<file path="config.mk">
export PLATFORM = sky130hd
export DESIGN_NAME = t07_wire_game_ctrl
export DESIGN_NICKNAME = d
export VERILOG_FILES = /design/src/rtl/t07_wire_game_ctrl.sv
export SDC_FILE = /design/constraint.sdc
export NUM_CORES = 1
export LEC_CHECK = 0
export ABC_AREA = 0
export CAP_MARGIN = 25
export CORE_ASPECT_RATIO = 1.75
export CORE_MARGIN = 10
export CORE_UTILIZATION = 51
export DETAILED_ROUTE_END_ITERATION = 8
export MAX_ROUTING_LAYER = met4
export PLACE_DENSITY = 0.86
export SYNTH_ARGS = -nofsm -noshare
export SYNTH_HDL_FRONTEND = slang
export SYNTH_SLANG_ARGS = --single-unit
</file>
<file path="constraint.sdc">
create_clock -name clk -period 4.5 [get_ports clk]
set_clock_uncertainty 0.2 [all_clocks]
set_input_delay 0.45 -clock clk [delete_from_list [all_inputs] [get_ports clk]]
set_output_delay 0.45 -clock clk [all_outputs]
set_load 0.01 [all_outputs]
</file>
<file path="src/rtl/t07_wire_game_ctrl.sv">
// Round sequencer for the wire mini-game: draws wire count and target from an
// LFSR, judges SELECT presses against the locator cursor, tracks strikes/rounds.
module t07_wire_game_ctrl #(
  parameter int         ROUNDS      = 2,
  parameter int         MAX_STRIKES = 3,
  parameter logic [7:0] SEED        = 8'hA5
) (
  input  logic       clk,
  input  logic       rst,
  input  logic [2:0] playing_state_in,
  input  logic       strobe,
  input  logic [5:0] button,
  input  logic [2:0] wire_pos,
  output logic [2:0] wire_num,
  output logic [2:0] target_wire,
  output logic [5:0] cut_mask,
  output logic [1:0] strikes,
  output logic [1:0] round_cnt,
  output logic       strike_pulse,
  output logic       wire_cleared,
  output logic       wire_failed
);

  localparam logic [2:0] WIRE      = 3'b010;
  localparam logic [5:0] SELECT    = 6'b000001;
  localparam logic [1:0] ROUNDS_W  = 2'(ROUNDS);
  localparam logic [1:0] STRIKES_W = 2'(MAX_STRIKES);

  typedef enum logic [2:0] {IDLE, GEN, ARMED, DONE, FAIL} state_t;

  state_t     state;
  logic [7:0] lfsr;
  logic       lfsr_fb;
  logic [2:0] gen_num;
  logic [2:0] gen_t0;
  logic [2:0] gen_t1;
  logic [2:0] gen_tgt;
  logic [5:0] pos_bit;
  logic       pos_valid;
  logic       pos_cut;
  logic       in_wire;
  logic       select_hit;
  logic [1:0] round_next;
  logic [1:0] strike_next;

  // Taps 8,6,5,4; a non-zero seed can never decay to the all-zero lockup state
  assign lfsr_fb = lfsr[7] ^ lfsr[5] ^ lfsr[4] ^ lfsr[3];

  // Two conditional subtractions fold the 0..7 draw into 0..n-1 since n >= 3
  assign gen_num = 3'd3 + {1'b0, lfsr[1:0]};
  assign gen_t0  = lfsr[6:4];
  assign gen_t1  = (gen_t0 >= gen_num) ? gen_t0 - gen_num : gen_t0;
  assign gen_tgt = (gen_t1 >= gen_num) ? gen_t1 - gen_num : gen_t1;

  assign pos_bit     = 6'b000001 << wire_pos;
  assign pos_valid   = wire_pos < wire_num;
  assign pos_cut     = |(cut_mask & pos_bit);
  assign in_wire     = playing_state_in == WIRE;
  assign select_hit  = strobe && (button == SELECT);
  assign round_next  = round_cnt + 2'd1;
  assign strike_next = strikes + 2'd1;

  always_ff @(posedge clk) begin
    if (rst) begin
      state        <= IDLE;
      lfsr         <= SEED;
      wire_num     <= 3'd3;
      target_wire  <= 3'd0;
      cut_mask     <= 6'd0;
      strikes      <= 2'd0;
      round_cnt    <= 2'd0;
      strike_pulse <= 1'b0;
      wire_cleared <= 1'b0;
      wire_failed  <= 1'b0;
    end else begin
      lfsr         <= {lfsr[6:0], lfsr_fb};
      strike_pulse <= 1'b0;
      // Leaving WIRE wins over any press in the same cycle
      if (state != IDLE && !in_wire) begin
        state        <= IDLE;
        cut_mask     <= 6'd0;
        strikes      <= 2'd0;
        round_cnt    <= 2'd0;
        wire_cleared <= 1'b0;
        wire_failed  <= 1'b0;
      end else begin
        case (state)
          IDLE: begin
            cut_mask     <= 6'd0;
            strikes      <= 2'd0;
            round_cnt    <= 2'd0;
            wire_cleared <= 1'b0;
            wire_failed  <= 1'b0;
            if (in_wire) state <= GEN;
          end
          GEN: begin
            wire_num    <= gen_num;
            target_wire <= gen_tgt;
            cut_mask    <= 6'd0;
            state       <= ARMED;
          end
          ARMED: begin
            if (select_hit && pos_valid && !pos_cut) begin
              cut_mask <= cut_mask | pos_bit;
              if (wire_pos == target_wire) begin
                round_cnt <= round_next;
                if (round_next == ROUNDS_W) begin
                  state        <= DONE;
                  wire_cleared <= 1'b1;
                end else begin
                  state <= GEN;
                end
              end else begin
                strikes      <= strike_next;
                strike_pulse <= 1'b1;
                if (strike_next == STRIKES_W) begin
                  state       <= FAIL;
                  wire_failed <= 1'b1;
                end
              end
            end
          end
          default: ;
        endcase
      end
    end
  end

endmodule

</file>
==> flow_summary.html, run 1 <==
<table>
<tr><th>Metric</th><th>Value</th></tr>
<tr><th colspan="2">Final layout</th></tr>
<tr><td>Final design instance area without fill</td><td>2210 µm²</td></tr>
<tr><td>Growth of design area from synthesis to finish</td><td>24.8%</td></tr>
<tr><td>Highest-count cells in the layout ignoring fill and taps</td><td>sky130_fd_sc_hd__clkdlybuf4s50_1, sky130_fd_sc_hd__dfxtp_1, sky130_fd_sc_hd__nor2_1</td></tr>
<tr><td>Most frequent standard cell in the layout excluding fill and tap cells</td><td>sky130_fd_sc_hd__clkdlybuf4s50_1</td></tr>
<tr><td>Share of final-layout standard cells stronger than drive strength 1</td><td>0.0705</td></tr>
<tr><td>Total Nets Final</td><td>266</td></tr>
<tr><td>Antenna diode instance count</td><td>0</td></tr>
<tr><td>Final-layout fill cell count</td><td>314</td></tr>
<tr><td>Final core utilization</td><td>0.658</td></tr>
<tr><th colspan="2">STA</th></tr>
<tr><td>Relative max-transition margin</td><td>0.582</td></tr>
<tr><td>Unrepaired setup endpoints after global routing</td><td>no</td></tr>
<tr><td>Share of the cycle needed by the critical path after routing</td><td>0.871</td></tr>
<tr><td>Final critical path time including I/O delays and setup</td><td>3.92 ns</td></tr>
<tr><td>Number of setup violations in the final report</td><td>0</td></tr>
<tr><td>Number of pins with negative max-slew slack in the final report</td><td>0</td></tr>
<tr><td>Setup TNS</td><td>0 ns</td></tr>
<tr><td>Slew at the pin with the worst max-slew slack</td><td>0.623 ns</td></tr>
<tr><td>Max Freq</td><td>255 MHz</td></tr>
<tr><td>Count of final hold-check violations</td><td>0</td></tr>
<tr><td>Post-layout worst setup margin</td><td>0.581 ns</td></tr>
<tr><th colspan="2">Pwr</th></tr>
<tr><td>Design Power</td><td>0.000710 W</td></tr>
<tr><td>Max IR drop VDD</td><td>0.196 mV</td></tr>
<tr><td>Standby leakage power</td><td>0.861 nW</td></tr>
<tr><td>Power density of the placed cells</td><td>321 nW/µm²</td></tr>
<tr><th colspan="2">Global routing</th></tr>
<tr><td>Overall overflow remaining after global route</td><td>0</td></tr>
<tr><td>Antenna violations before repair</td><td>0</td></tr>
<tr><td>Largest net degree at the start of global routing</td><td>20</td></tr>
<tr><td>Global-route wire length before repair</td><td>7200 µm</td></tr>
<tr><td>Via count of the first global-routing pass</td><td>1556</td></tr>
<tr><td>Gr usage total</td><td>0.141</td></tr>
<tr><th colspan="2">Flow run</th></tr>
<tr><td>Max Cap Violations</td><td>0</td></tr>
<tr><th colspan="2">Floorplanning</th></tr>
<tr><td>Height of the chip</td><td>98 µm</td></tr>
<tr><td>Boundary pin count</td><td>34</td></tr>
<tr><td>Core area</td><td>3360 µm²</td></tr>
<tr><td>Initial standard-cell utilization of the core</td><td>0.527</td></tr>
<tr><td>Die Footprint</td><td>6330 µm²</td></tr>
<tr><td>Core Rows</td><td>28</td></tr>
<tr><td>Die Span X</td><td>64.6 µm</td></tr>
<tr><th colspan="2">Route</th></tr>
<tr><td>Final antenna-violating net count</td><td>0</td></tr>
<tr><td>Ratio of routed vias to standard cells</td><td>5.59</td></tr>
<tr><td>Remaining design rule violation count</td><td>0</td></tr>
<tr><td>Pre-Repair DR Iteration Count</td><td>4</td></tr>
<tr><td>Average routed wire per standard cell</td><td>14.4 µm</td></tr>
<tr><td>First-iteration detailed-routing DRC count</td><td>40</td></tr>
<tr><td>DRT Wirelength</td><td>4110 µm</td></tr>
<tr><td>Routed vias</td><td>1599</td></tr>
<tr><th colspan="2">Clocking</th></tr>
<tr><td>Number of gates resized after cts</td><td>0</td></tr>
<tr><td>Number of hold buffers added after CTS</td><td>0</td></tr>
<tr><td>Root Driver</td><td>sky130_fd_sc_hd__clkbuf_8</td></tr>
<tr><td>Total setup buffers inserted after CTS</td><td>0</td></tr>
<tr><td>Clock-pin slew reported for the worst setup and hold paths after clock tree synthesis</td><td>0.06 ns</td></tr>
<tr><td>Buffer levels on the longest clock path</td><td>2</td></tr>
<tr><td>Later-pin clock latency in the skew report</td><td>0.28 ns</td></tr>
<tr><td>TritonCTS clock tree</td><td>yes</td></tr>
<tr><td>Num CTS Buffers</td><td>5</td></tr>
<tr><td>CTS H-tree depth</td><td>2</td></tr>
<tr><td>Number of sinks on the clock net</td><td>30</td></tr>
<tr><th colspan="2">Worst setup path</th></tr>
<tr><td>Largest stage delay on the critical path</td><td>0.44 ns</td></tr>
<tr><td>Kind of launch point of the worst setup path</td><td>flip-flop</td></tr>
<tr><td>Slowest-stage cell, CP</td><td>sky130_fd_sc_hd__ha_1</td></tr>
<tr><td>Largest fanout on the critical path</td><td>8</td></tr>
<tr><td>CP endpoint kind</td><td>flip-flop</td></tr>
<tr><td>Req. time, crit path</td><td>4.48 ns</td></tr>
<tr><td>Critical Path AT</td><td>3.90 ns</td></tr>
<tr><td>CP Cell Sequence</td><td>inv_1 -&gt; ha_1 -&gt; xor2_2 -&gt; ha_1 -&gt; a21boi_1 -&gt; or2_2 -&gt; ha_1 -&gt; nor2b_1 -&gt; o21ai_0 -&gt; nor2b_1 -&gt; a21oi_1 -&gt; or4_1 -&gt; a311oi_1</td></tr>
<tr><td>Cell seen most often among critical-path stages</td><td>sky130_fd_sc_hd__ha_1</td></tr>
<tr><td>Critical path class</td><td>flip-flop to flip-flop</td></tr>
<tr><th colspan="2">Synth</th></tr>
<tr><td>Cell area after synthesis</td><td>1770 µm²</td></tr>
<tr><td>Mapped Cells</td><td>210</td></tr>
<tr><td>Number of synthesized flops with an enable pin</td><td>0</td></tr>
<tr><td>Average cell area after synthesis</td><td>8.44 µm²</td></tr>
<tr><td>Post-synthesis net count</td><td>236</td></tr>
<tr><td>Yosys cell types</td><td>53</td></tr>
<tr><td>Proportion of synthesized chip area in sequential cells</td><td>0.339</td></tr>
<tr><td>Yosys warning total</td><td>0</td></tr>
<tr><td>Most used flip-flop cell after synthesis</td><td>sky130_fd_sc_hd__dfxtp_1</td></tr>
<tr><td>Async set-reset flop share out of synthesis</td><td>0</td></tr>
<tr><td>Flop and latch count out of synthesis</td><td>30</td></tr>
<tr><th colspan="2">Min path</th></tr>
<tr><td>Worst hold path class</td><td>flip-flop to flip-flop</td></tr>
<tr><th colspan="2">Placement</th></tr>
<tr><td>Count of buffers from port buffering</td><td>33</td></tr>
<tr><td>Global placer's final weighted congestion</td><td>0.809</td></tr>
<tr><td>Pre-CTS setup slack</td><td>0.642 ns</td></tr>
<tr><td>Post-DP HPWL</td><td>3170 µm</td></tr>
<tr><td>Post-detailed-placement cell area</td><td>2120 µm²</td></tr>
<tr><th colspan="2">Status</th></tr>
<tr><td>Outcome</td><td>finished, final reports clean</td></tr>
</table>
## cell type report
cell class                      count  area (µm²)  area share
Sequential cell                    30         601       0.271
Tap cell                           45        56.3      0.0255
Clock buffer                        7        86.3      0.0390
Clock inverter                      1        5.00     0.00226
Multi-Input combinational cell    158        1080       0.489
Timing Repair Buffer               35         345       0.156
Inverter                           10        37.5      0.0170
## metrics by stage
| stage | instances | hold WS, ns |
|---|---|---|
| after global routing | 286 | 0.271 |
| after CTS | 286 | 0.264 |
| after global placement | 278 | 0.226 |
| after floorplan | 210 | 0.214 |
| after detailed placement | 278 | 0.242 |
| final | 286 | 0.256 |
## worst paths after layout
check / startpoint / to / slack (ns) / cells after the start
worst min register to register: lfsr[1] / lfsr[2] / 0.26 / 1
worst max-delay path: lfsr[0] / target_wire[1] / 0.58 / 13
worst min-delay path: lfsr[1] / lfsr[2] / 0.26 / 1
worst max register to register: lfsr[0] / target_wire[1] / 0.58 / 13
## state kept, by name, indices dropped and copies added, names as in the netlist
signal        flops
target_wire       3
state             3
wire_failed       1
wire_cleared      1
strikes           2
round_cnt         2
lfsr              8
strike_pulse      1
cut_mask          6
wire_num          3
## cells in the mapped netlist, types with 4 or more instances
cell	number	area [µm²]
sky130_fd_sc_hd__a21boi_0	4	30.0
sky130_fd_sc_hd__a21oi_1	10	50.1
sky130_fd_sc_hd__a31oi_1	5	31.3
sky130_fd_sc_hd__and3_1	4	25.0
sky130_fd_sc_hd__clkbuf_1	9	33.8
sky130_fd_sc_hd__dfxtp_1	30	601
sky130_fd_sc_hd__ha_1	11	138
sky130_fd_sc_hd__inv_1	10	37.5
sky130_fd_sc_hd__nand2_1	7	26.3
sky130_fd_sc_hd__nand2b_1	7	43.8
sky130_fd_sc_hd__nand3b_1	4	30.0
sky130_fd_sc_hd__nor2_1	23	86.3
sky130_fd_sc_hd__nor2b_1	5	31.3
sky130_fd_sc_hd__nor3_1	5	25.0
sky130_fd_sc_hd__nor4b_1	6	52.6
sky130_fd_sc_hd__o21a_1	5	37.5
sky130_fd_sc_hd__o21ai_0	12	60.1
sky130_fd_sc_hd__or2_2	5	31.3
sky130_fd_sc_hd__xor2_1	7	61.3
## logic make-up (layout without fill, tap and decap cells)
kind of cell             Yosys count  count (layout)  synth area share
AO/OA/AOI/OAI                     56              56             0.212
XOR/XNOR                           9               9            0.0487
adder cells (fa/ha/maj)           11              11            0.0776
buffers and inverters             22              53            0.0522
flip-flops                        30              30             0.339
multiplexers                       2               2            0.0120
AND/OR/NAND/NOR                   80              80             0.258
## per-layer routing
layer | vias up | share of wire | global-route usage
met2 | 41 | 0.55 | 0.247
li1 | 810 | - | -
met1 | 740 | 0.40 | 0.141
met4 | 0 | 0.016 | 0.0662
met3 | 8 | 0.033 | 0.0355
met5 | - | 0 | -
## report_power, final
part | internal [W] | switching, W
Clock | 0.000123 | 0.0000984
Combinational | 0.0000946 | 0.000113
Sequential | 0.000274 | 0.00000724
## worst max-delay path: cells and delay by family, from the launching register on
kind	cells	cell delay (ns)
simple gates	4	1.07
fa+ha+maj	3	0.94
compound gates	4	0.96
buf+inv	1	0.10
flops	1	0.33
xor+xnor	1	0.23
No activity file was read; power rests on OpenSTA's default activity.
==> inputs of run 2 (changes only) <==
--- a/config.mk
+++ b/config.mk
@@ -10,6 +10,7 @@
 export CORE_ASPECT_RATIO = 1.75
 export CORE_MARGIN = 10
 export CORE_UTILIZATION = 51
+export CTS_CLUSTER_SIZE = 16
 export DETAILED_ROUTE_END_ITERATION = 8
 export MAX_ROUTING_LAYER = met4
 export PLACE_DENSITY = 0.86
==> results of run 2 <==
No change in the layout: final DEF, timing and power equal those of run 1.
==> inputs of run 3 (changes only) <==
--- a/config.mk
+++ b/config.mk
@@ -14,6 +14,7 @@
 export DETAILED_ROUTE_END_ITERATION = 8
 export MAX_ROUTING_LAYER = met4
 export PLACE_DENSITY = 0.86
+export SLEW_MARGIN = 20
 export SYNTH_ARGS = -nofsm -noshare
 export SYNTH_HDL_FRONTEND = slang
 export SYNTH_SLANG_ARGS = --single-unit
==> results of run 3 <==
No change in the layout: final DEF, timing and power equal those of run 1.
